### config.mk
export PLATFORM = sky130hd
export DESIGN_NAME = prog_sequencer
export DESIGN_NICKNAME = d
export VERILOG_FILES = /design/src/rtl/cpu_pkg.sv /design/src/rtl/prog_mem.sv /design/src/rtl/prog_sequencer.sv
export SDC_FILE = /design/constraint.sdc
export NUM_CORES = 1
export LEC_CHECK = 0
export ABC_AREA = 1
export ABC_CLOCK_PERIOD_IN_PS = 6000
export BUFFER_PORTS_ARGS = -buffer_cell sky130_fd_sc_hd__buf_2
export CORE_MARGIN = 3
export CORE_UTILIZATION = 60
export DETAILED_ROUTE_END_ITERATION = 12
export GPL_TIMING_DRIVEN = 0
export PLACE_DENSITY_LB_ADDON = 0.05
export SETUP_SLACK_MARGIN = 0.05
export SLEW_MARGIN = 20
export SYNTH_ARGS = -nofsm -noshare
export SYNTH_HDL_FRONTEND = slang
export SYNTH_SLANG_ARGS = --single-unit
export TNS_END_PERCENT = 5
### constraint.sdc
create_clock -name clk -period 6 [get_ports clk]
set_input_delay 0.3 -clock clk [delete_from_list [all_inputs] [get_ports clk]]
set_output_delay 0.3 -clock clk [all_outputs]
set_load 0.1 [all_outputs]
### src/rtl/cpu_pkg.sv
// Shared CPU/sequencer definitions: CPU state encodings, opcodes, sequencer FSM
// encoding and sizing constants for the program sequencer.
package cpu_pkg;
  localparam int DEPTH   = 16;
  localparam int AW      = 4;
  localparam int IW      = 9;
  localparam int OPW     = 3;
  localparam int OW      = IW - OPW;
  localparam int TIMEOUT = 64;
  localparam int WDW     = $clog2(TIMEOUT + 1);

  localparam logic [AW:0] MAX_LEN = (AW+1)'(DEPTH);

  localparam logic [4:0] ST_FETCH = 5'b00000;
  localparam logic [4:0] ST_LOAD  = 5'b00001;
  localparam logic [4:0] ST_MOV   = 5'b00010;
  localparam logic [4:0] ST_ALU1  = 5'b00011;
  localparam logic [4:0] ST_ALU2  = 5'b00100;
  localparam logic [4:0] ST_ALU3  = 5'b00101;
  localparam logic [4:0] ST_WB    = 5'b10000;
  localparam logic [4:0] ST_RST   = 5'b11111;

  localparam logic [2:0] OP_LOAD = 3'b000;
  localparam logic [2:0] OP_MOV  = 3'b001;
  localparam logic [2:0] OP_ADD  = 3'b010;
  localparam logic [2:0] OP_SUB  = 3'b011;
  localparam logic [2:0] OP_AND  = 3'b100;
  localparam logic [2:0] OP_NOP  = 3'b111;

  typedef enum logic [2:0] {
    SEQ_IDLE  = 3'd0,
    SEQ_START = 3'd1,
    SEQ_RUN   = 3'd2,
    SEQ_DRAIN = 3'd3,
    SEQ_DONE  = 3'd4
  } seq_state_e;

  // Lengths beyond the memory depth are clipped so pc can never leave the array.
  function automatic logic [AW:0] clamp_len(input logic [AW:0] len);
    return (len > MAX_LEN) ? MAX_LEN : len;
  endfunction
endpackage

### src/rtl/prog_mem.sv
// Program store: DEPTH x IW register file, one synchronous write port and one
// asynchronous read port. Contents are deliberately not reset.
module prog_mem
  import cpu_pkg::*;
#(
  parameter int D = DEPTH,
  parameter int A = AW,
  parameter int W = IW
) (
  input  logic         i_clk,
  input  logic         i_we,
  input  logic [A-1:0] i_waddr,
  input  logic [W-1:0] i_wdata,
  input  logic [A-1:0] i_raddr,
  output logic [W-1:0] o_rdata
);
  logic [W-1:0] r_mem [D];

  always_ff @(posedge i_clk) begin
    if (i_we) r_mem[i_waddr] <= i_wdata;
  end

  assign o_rdata = r_mem[i_raddr];
endmodule

### src/rtl/prog_sequencer.sv
// Program sequencer: feeds opcodes/operands from a small program store to the CPU
// control FSM, pulsing start and advancing on each FETCH; flags done, timeout and CPU reset.
module prog_sequencer
  import cpu_pkg::*;
(
  input  logic             clk,
  input  logic             rst_n,
  input  logic             load_en,
  input  logic [AW-1:0]    load_addr,
  input  logic [IW-1:0]    load_data,
  input  logic [AW:0]      prog_len,
  input  logic             run,
  input  logic [4:0]       cpu_state,
  output logic             start,
  output logic [2:0]       code,
  output logic [OW-1:0]    operand,
  output logic [AW-1:0]    pc,
  output logic             busy,
  output logic             done,
  output logic             err,
  output seq_state_e       state_dbg
);
  seq_state_e        r_state, w_state_nxt;
  logic [AW:0]       r_len, w_len_nxt;
  logic [AW-1:0]     r_pc, w_pc_nxt;
  logic [2:0]        r_code, w_code_nxt;
  logic [OW-1:0]     r_operand, w_operand_nxt;
  logic              r_err, w_err_nxt;
  logic [WDW-1:0]    r_wdog, w_wdog_nxt;
  logic              w_we;
  logic [AW-1:0]     w_raddr;
  logic [IW-1:0]     w_rdata;
  logic              w_fetch;

  prog_mem #(.D(DEPTH), .A(AW), .W(IW)) u_mem (
    .i_clk   (clk),
    .i_we    (w_we),
    .i_waddr (load_addr),
    .i_wdata (load_data),
    .i_raddr (w_raddr),
    .o_rdata (w_rdata)
  );

  assign w_fetch = (cpu_state == ST_FETCH);

  // Interface: code/operand are valid while busy; the CPU consumes the presented
  // word in each cycle it sits in FETCH, and the next word appears one cycle later.
  always_comb begin
    w_state_nxt   = r_state;
    w_len_nxt     = r_len;
    w_pc_nxt      = r_pc;
    w_code_nxt    = r_code;
    w_operand_nxt = r_operand;
    w_err_nxt     = r_err;
    w_wdog_nxt    = r_wdog;
    w_we          = 1'b0;
    w_raddr       = r_pc + 1'b1;
    case (r_state)
      SEQ_IDLE, SEQ_DONE: begin
        w_raddr = '0;
        if (load_en) begin
          w_we = 1'b1;
        end else if (run) begin
          w_err_nxt  = 1'b0;
          w_wdog_nxt = '0;
          w_pc_nxt   = '0;
          if (prog_len == '0) begin
            w_state_nxt   = SEQ_DONE;
            w_code_nxt    = OP_NOP;
            w_operand_nxt = '0;
          end else begin
            w_state_nxt   = SEQ_START;
            w_len_nxt     = clamp_len(prog_len);
            w_code_nxt    = w_rdata[IW-1:OW];
            w_operand_nxt = w_rdata[OW-1:0];
          end
        end
      end
      SEQ_START: w_state_nxt = SEQ_RUN;
      SEQ_RUN, SEQ_DRAIN: begin
        w_wdog_nxt = w_fetch ? '0 : r_wdog + 1'b1;
        if ((cpu_state == ST_RST) || (r_wdog == WDW'(TIMEOUT))) begin
          w_err_nxt     = 1'b1;
          w_state_nxt   = SEQ_DONE;
          w_code_nxt    = OP_NOP;
          w_operand_nxt = '0;
        end else if (w_fetch) begin
          if (r_state == SEQ_DRAIN) begin
            w_state_nxt = SEQ_DONE;
          end else if (({1'b0, r_pc} + 1'b1) < r_len) begin
            w_pc_nxt      = r_pc + 1'b1;
            w_code_nxt    = w_rdata[IW-1:OW];
            w_operand_nxt = w_rdata[OW-1:0];
          end else begin
            w_state_nxt   = SEQ_DRAIN;
            w_code_nxt    = OP_NOP;
            w_operand_nxt = '0;
          end
        end
      end
      default: w_state_nxt = SEQ_IDLE;
    endcase
  end

  always_ff @(posedge clk or negedge rst_n) begin
    if (!rst_n) begin
      r_state   <= SEQ_IDLE;
      r_len     <= '0;
      r_pc      <= '0;
      r_code    <= OP_NOP;
      r_operand <= '0;
      r_err     <= 1'b0;
      r_wdog    <= '0;
    end else begin
      r_state   <= w_state_nxt;
      r_len     <= w_len_nxt;
      r_pc      <= w_pc_nxt;
      r_code    <= w_code_nxt;
      r_operand <= w_operand_nxt;
      r_err     <= w_err_nxt;
      r_wdog    <= w_wdog_nxt;
    end
  end

  assign start     = (r_state == SEQ_START);
  assign busy      = (r_state == SEQ_START) || (r_state == SEQ_RUN) || (r_state == SEQ_DRAIN);
  assign done      = (r_state == SEQ_DONE);
  assign err       = r_err;
  assign code      = r_code;
  assign operand   = r_operand;
  assign pc        = r_pc;
  assign state_dbg = r_state;
endmodule

==> metrics.txt, run 1 <==
status=completed; largest net degree at the start of global routing=30; Seq cells post-synth=173; fmax=0.377 GHz; Peak VDD IR=0.000308 V; Die Y-Extent=118 um; cell area after synthesis=7560 um2; first-pass GRT wire length=27400 um; Design Power=4.55 mW; setup_tns=0 ns; most frequent cells in the layout=184 x nand2_1, 154 x nand3_1, 144 x edfxtp_1, 69 x inv_1, 63 x buf_2; clk sink count=173; Final Cycle Share=44.2%; Max-cap violations=0; Syn Nets=765; DIE AREA=14000 um2; Worst-Margin Slew=1.01 ns; vias per cell=5.65; kind of critical path=register to register; n_diodes=0; Die X=118 um; Slew Limit Fails=0; CTS Buf Count=17; Final nets=831; number of remaining DRC errors=0; Placed Instances=945; # H-tree levels=4; pre-CTS WS=3.38 ns; Root Driver=clkbuf_16; initial antenna violation count=0; CTS resizes=0; Slew headroom=32.7%; Crit. End Element=register; clk_skew=0.00491 ns; Worst-Skew Late Latency=0.43 ns; Syn Area/Cell=10.3 um2; CTS Buffer Depth=2; PnR worst setup slack=3.35 ns; CTS tree=done; hpwl dp=11800 um; Core Rows=40; crit path launch type=register; Yosys top cell area share=57.2%; Starting Density=62.2%; pwr dens=528 nW/um2; Buffers on Ports=46; Min Clock Period, post-route=2.65 ns; Final GP Congestion=0.892; dominant cell type by area after synthesis=edfxtp_1; Unique masters post-synth=30; clock slew at reported path FFs=0.07 ns; post-synthesis cell count=731; share of layout cells above drive strength 1=14.7%; vias in the first global route=5212; Final setup viols=0; largest cells by area after synthesis=edfxtp_1 57%, nand3_1 10%, nand2_1 9.1%, dfrtp_1 8.6%, inv_1 3.4%; Total GRT Usage=26.0%; via count=5528; RSZ-0062 raised after global routing=false; crit path DAT=2.71 ns; Setup Buffers After CTS=0; grt ovf=0; Crit Path Max Fanout=10; area grow syn2layout=13.9%; P_leak=3.59 nW; hold crit path type=input port to register; Avg WL per Cell=17.8 um; commonest non-fill, non-tap cell in the layout=nand2_1; DRT iter0 DRCs=744; Detail Route Antenna Nets=0; final core occ=70.9%; Final Hold Viols=0; Routed WL=17400 um; core footprint=12200 um2; Ys Warns=0; CP Data Required Time=6.06 ns; # hold bufs at CTS=1; Non-Filler Instances=978; 1st-pass router iterations=8; sequential share of the synthesized area=66.8%; IO Count=47
-- sequential cells by signal, indices dropped and copies added (netlist names) --
signal       flops
r_wdog           7
operand          6
err              1
code             3
state_dbg        3
u_mem.r_mem    144
r_len            5
pc               4
-- where the power goes --
| part | internal [mW] | switching (mW) | leakage (nW) |
|---|---|---|---|
| sequential | 1.40 | 0.0688 | 1.67 |
| clock | 0.629 | 0.483 | 0.290 |
| combinational | 0.488 | 1.48 | 1.63 |
| total | 2.51 | 2.03 | 3.59 |
-- critical path, cell delays in order, from the launching register on --
cell	delay, ns
dfrtp_1	0.48
inv_2	0.14
nand2_4	0.08
buf_2	0.19
nor2_1	0.33
nand3_1	0.23
nor2_1	0.81
-- stage by stage --
stage / area, um2 / hold slack, ns
3_3_place_gp: 8010 / 0.351
4_1_cts: 8620 / 0.111
3_5_place_dp: 8010 / 0.364
2_1_floorplan: 7560 / 0.00441
5_1_grt: 8620 / 0.143
6_report: 8620 / 0.123
-- metal layers --
| metal | track usage [%] | share of wire, % |
|---|---|---|
| met4 | 8.21 | 1.8 |
| met2 | 41.1 | 48 |
| met3 | 6.94 | 9.7 |
| met5 | 0 | 0 |
| met1 | 35.5 | 41 |
-- path summary, 6_finish.rpt --
| path | slack (ns) | end | startpoint | cells past startpoint |
|---|---|---|---|---|
| setup / recovery | 3.35 | u_mem.r_mem[15][1]$_DFFE_PP_ | state_dbg[0]$_DFFE_PN0P_ | 6 |
| hold / removal | 0.12 | r_len[1]$_DFFE_PN0P_ | prog_len[1] | 3 |
| setup reg to reg | 3.35 | u_mem.r_mem[15][1]$_DFFE_PP_ | state_dbg[0]$_DFFE_PN0P_ | 6 |
| hold reg to reg | 0.48 | operand[4]$_DFFE_PN0P_ | operand[4]$_DFFE_PN0P_ | 2 |
| max in group asynchronous | 5.16 | operand[3]$_DFFE_PN0P_ | rst_n | 2 |
| min in group asynchronous | 0.42 | r_len[1]$_DFFE_PN0P_ | rst_n | 2 |
-- synth_stat cells (all sizes together) --
cell / instances
nor2: 60
a211oi: 1
nor3: 2
ha: 7
o21bai: 1
dfstp: 3
dfrtp: 26
clkbuf: 4
xor2: 2
a21oi: 4
edfxtp: 144
nand3: 154
o22ai: 1
clkinv: 2
buf: 22
xnor2: 1
o21ai: 20
nand2: 192
nand4: 10
inv: 75
-- cell type report --
type,instances,area [um2]
Clock buffer,17,425
Fill cell,915,3540
Sequential cell,173,5050
Buffer,26,138
Tap cell,168,210
Multi-Input combinational cell,455,2080
Clock inverter,15,176
Inverter,77,290
Timing Repair Buffer,47,240
-- cells by family after synthesis --
family,count (synthesis),synth area share (%)
and+or+nand+nor,418,24.1
DFF,173,66.8
buffers and inverters,103,5.66
AOI/OAI and AO/OA,27,1.92
xor gates and xnor gates,3,0.347
adders and majority gates,7,1.16
No activity file was read; power rests on OpenSTA's default activity.
==> run 2, diff against run 1 <==
--- a/config.mk
+++ b/config.mk
@@ -6,7 +6,7 @@
 export NUM_CORES = 1
 export LEC_CHECK = 0
 export ABC_AREA = 1
-export ABC_CLOCK_PERIOD_IN_PS = 6000
+export ABC_CLOCK_PERIOD_IN_PS = 2700
 export BUFFER_PORTS_ARGS = -buffer_cell sky130_fd_sc_hd__buf_2
 export CORE_MARGIN = 3
 export CORE_UTILIZATION = 60
==> constraint.sdc (replaced) <==
create_clock -name clk -period 2.7 [get_ports clk]
set_input_delay 0.135 -clock clk [delete_from_list [all_inputs] [get_ports clk]]
set_output_delay 0.135 -clock clk [all_outputs]
set_load 0.1 [all_outputs]
==> run 2 against run 1 <==
Effect of this change:
- the flow now finishes with violations (negative setup slack)
- critical path depth stayed put
- power up 120%
- critical endpoint is now u_mem.r_mem[2][4]$_DFFE_PP_
- first-iteration DRC count is 15% lower
- utilization grew 0.37 points
- routed wire length rose by 1.0%
- die area is the same
- global-route usage up 0.52 points
- final area grew 0.52%
==> metrics.txt, run 2 (synthesis results as in run 1) <==
status=finished, violations left; failing checks=negative setup slack; Crit. End Element=register; crit path launch type=register; FILL cells=921 (+0.66%); Design Power=10.0 mW (+120%); Non-Filler Instances=981 (+0.31%); Critical Path Source=state_dbg[0]$_DFFE_PN0P_; Slew headroom=28.1% (-4.6 points); most frequent cells in the layout=184 x nand2_1, 154 x nand3_1, 144 x edfxtp_1, 69 x inv_1, 63 x buf_2; final core occ=71.2% (+0.37 points); initial antenna violation count=0 (unchanged); Final Cycle Share=103% (+59 points); pwr dens=1160 nW/um2 (+120%); 1st-pass router iterations=5 (-3); largest net degree at the start of global routing=30 (unchanged); Avg WL per Cell=18.0 um (+0.70%); Max-cap violations=0 (unchanged); worst reg2reg setup slack=-0.08 ns (-3.43 ns); hold crit path type=input port to register; slowest cell delay on critical path=0.87 ns (+0.06 ns); via count=5529 (+0.018%); Min Clock Period, post-route=2.78 ns (+0.131 ns); first-pass GRT wire length=28300 um (+3.1%); Critical-path top delay cell=nor2_1; Crit Path Max Fanout=10 (unchanged); CTS tree=done; clk_skew=0.0105 ns (+0.00561 ns); largest reg by FF count=u_mem.r_mem; Die Y-Extent=118 um (unchanged); Peak VDD IR=0.000620 V (+100%); CP Data Required Time=2.75 ns (-3.31 ns); Die X=118 um (unchanged); PnR worst setup slack=-0.0811 ns (-3.43 ns); Root Driver=clkbuf_16; share of layout cells above drive strength 1=15.9% (+1.2 points); kind of critical path=register to register; crit path DAT=2.83 ns (+0.12 ns); vias per cell=5.64 (-0.29%); Starting Density=62.2% (unchanged); CTS Buf Count=17 (unchanged); Worst-Margin Slew=1.07 ns (+0.0684 ns); Detail Route Antenna Nets=0 (unchanged); Routed WL=17600 um (+1.0%); area grow syn2layout=14.5%; FF-to-FF path depth=6 (unchanged); core footprint=12200 um2 (unchanged); Final Hold Viols=0 (unchanged); Hold EP=state_dbg[1]$_DFFE_PN0P_; Placed Instances=945 (unchanged); Reg-to-Reg Start=state_dbg[0]$_DFFE_PN0P_; Worst-Skew Late Latency=0.44 ns (about the same); max FFs per register=144 (unchanged); hold path depth=3 (unchanged); # H-tree levels=4 (unchanged); Worst R2R End=u_mem.r_mem[2][4]$_DFFE_PP_; CP Cell Sequence=inv_2, nand2_4, buf_2, nor2_1, nand3_1, nor2_1; Slew Limit Fails=0 (unchanged); CTS Buffer Depth=2 (unchanged); DIE AREA=14000 um2 (unchanged); Area after DPL=8020 um2 (+0.14%); post-route cell area=8660 um2 (+0.52%); vias in the first global route=5447 (+4.5%); Core Rows=40 (unchanged); Total GRT Usage=26.5% (+0.52 points); clk sink count=173 (unchanged); n_diodes=0 (unchanged); fmax=0.360 GHz (-4.7%); Final nets=835 (+0.48%); Setup Buffers After CTS=0 (unchanged); IO Count=47 (unchanged); RSZ-0062 raised after global routing=true; Final GP Congestion=0.897 (+0.57%); grt ovf=0 (unchanged); P_leak=3.58 nW (-0.18%); Buffers on Ports=46 (unchanged); clock slew at reported path FFs=0.06 ns (about the same); number of remaining DRC errors=0 (unchanged); DRT iter0 DRCs=631 (-15%); commonest non-fill, non-tap cell in the layout=nand2_1; most used cell along the critical path=nor2_1; Final setup viols=9 (+9); hold_sp=run; hpwl dp=12100 um (+1.9%)
run 2: changes by cell type in the layout (fill, tap and decap cells not counted), sizes merged:
cell,change
inv,-6
dlygate4sd3,+4
clkbuf,+3
clkinv,+2
run 2: cell type report:
cell class	instances	area [um2]	area share (%)
flip-flops and latches	173	5050	58.3
multi-input cells	455	2130	24.6
clock buffers	20	437	5.04
inverters	77	290	3.35
repair buffers	51	280	3.24
well taps	168	210	2.43
plain buffers	26	138	1.59
clock inverters	11	119	1.37
run 2: stage by stage:
stage          hold slack, ns  setup TNS, ns  setup slack (ns)
3_3_place_gp            0.183              0             0.111
5_1_grt                0.0721          -5.48            -0.201
3_5_place_dp            0.198              0            0.0126
4_1_cts                0.0242       -0.00472          -0.00236
6_report               0.0431         -0.671           -0.0811
2_1_floorplan          -0.161         -0.258           -0.0627
run 2: worst max-delay path: cells and delay by family, from the launching register on:
| family | cells | cell delay [ns] |
|---|---|---|
| AND/OR/NAND/NOR | 4 | 1.54 |
| flip-flops | 1 | 0.49 |
| buffers and inverters | 2 | 0.37 |
run 2: worst max-delay path by stage:
stage | end | slack, ns | cells after the start
3_3_place_gp | u_mem.r_mem[15][3]$_DFFE_PP_ | 0.11 | 6
3_5_place_dp | u_mem.r_mem[2][1]$_DFFE_PP_ | 0.01 | 6
2_1_floorplan | pc[2]$_DFFE_PN0P_ | -0.06 | 11
5_1_grt | u_mem.r_mem[2][4]$_DFFE_PP_ | -0.20 | 6
6_report | u_mem.r_mem[2][4]$_DFFE_PP_ | -0.08 | 6
4_1_cts | u_mem.r_mem[2][4]$_DFFE_PP_ | -0.002 | 6
run 2: repair_timing:
| action | in CTS | in global routing |
|---|---|---|
| gates resized for setup | 3 | 12 |
| gates cloned | 0 | 0 |
| endpoints found under the setup margin | 45 | 121 |
| hold buffers | 5 | 0 |
| endpoints found under the hold margin | 30 | 0 |
run 2: per-layer routing:
| layer | part of all wire (%) | vias to the layer above | GRT usage, % | wire [um] |
|---|---|---|---|---|
| met4 | 2.2 | 0 | 12.1 | 393 |
| met2 | 48 | 256 | 40.9 | 8370 |
| met3 | 9.0 | 35 | 7.27 | 1580 |
| li1 | - | 2613 | - | - |
| met5 | 0 | - | 0 | 0 |
| met1 | 41 | 2625 | 35.4 | 7270 |
run 2: where the power goes:
part / total (mW) / internal [mW] / switching, mW
sequential: 3.27 / 3.11 / 0.161
clock: 2.33 / 1.35 / 0.980
combinational: 4.41 / 1.09 / 3.31
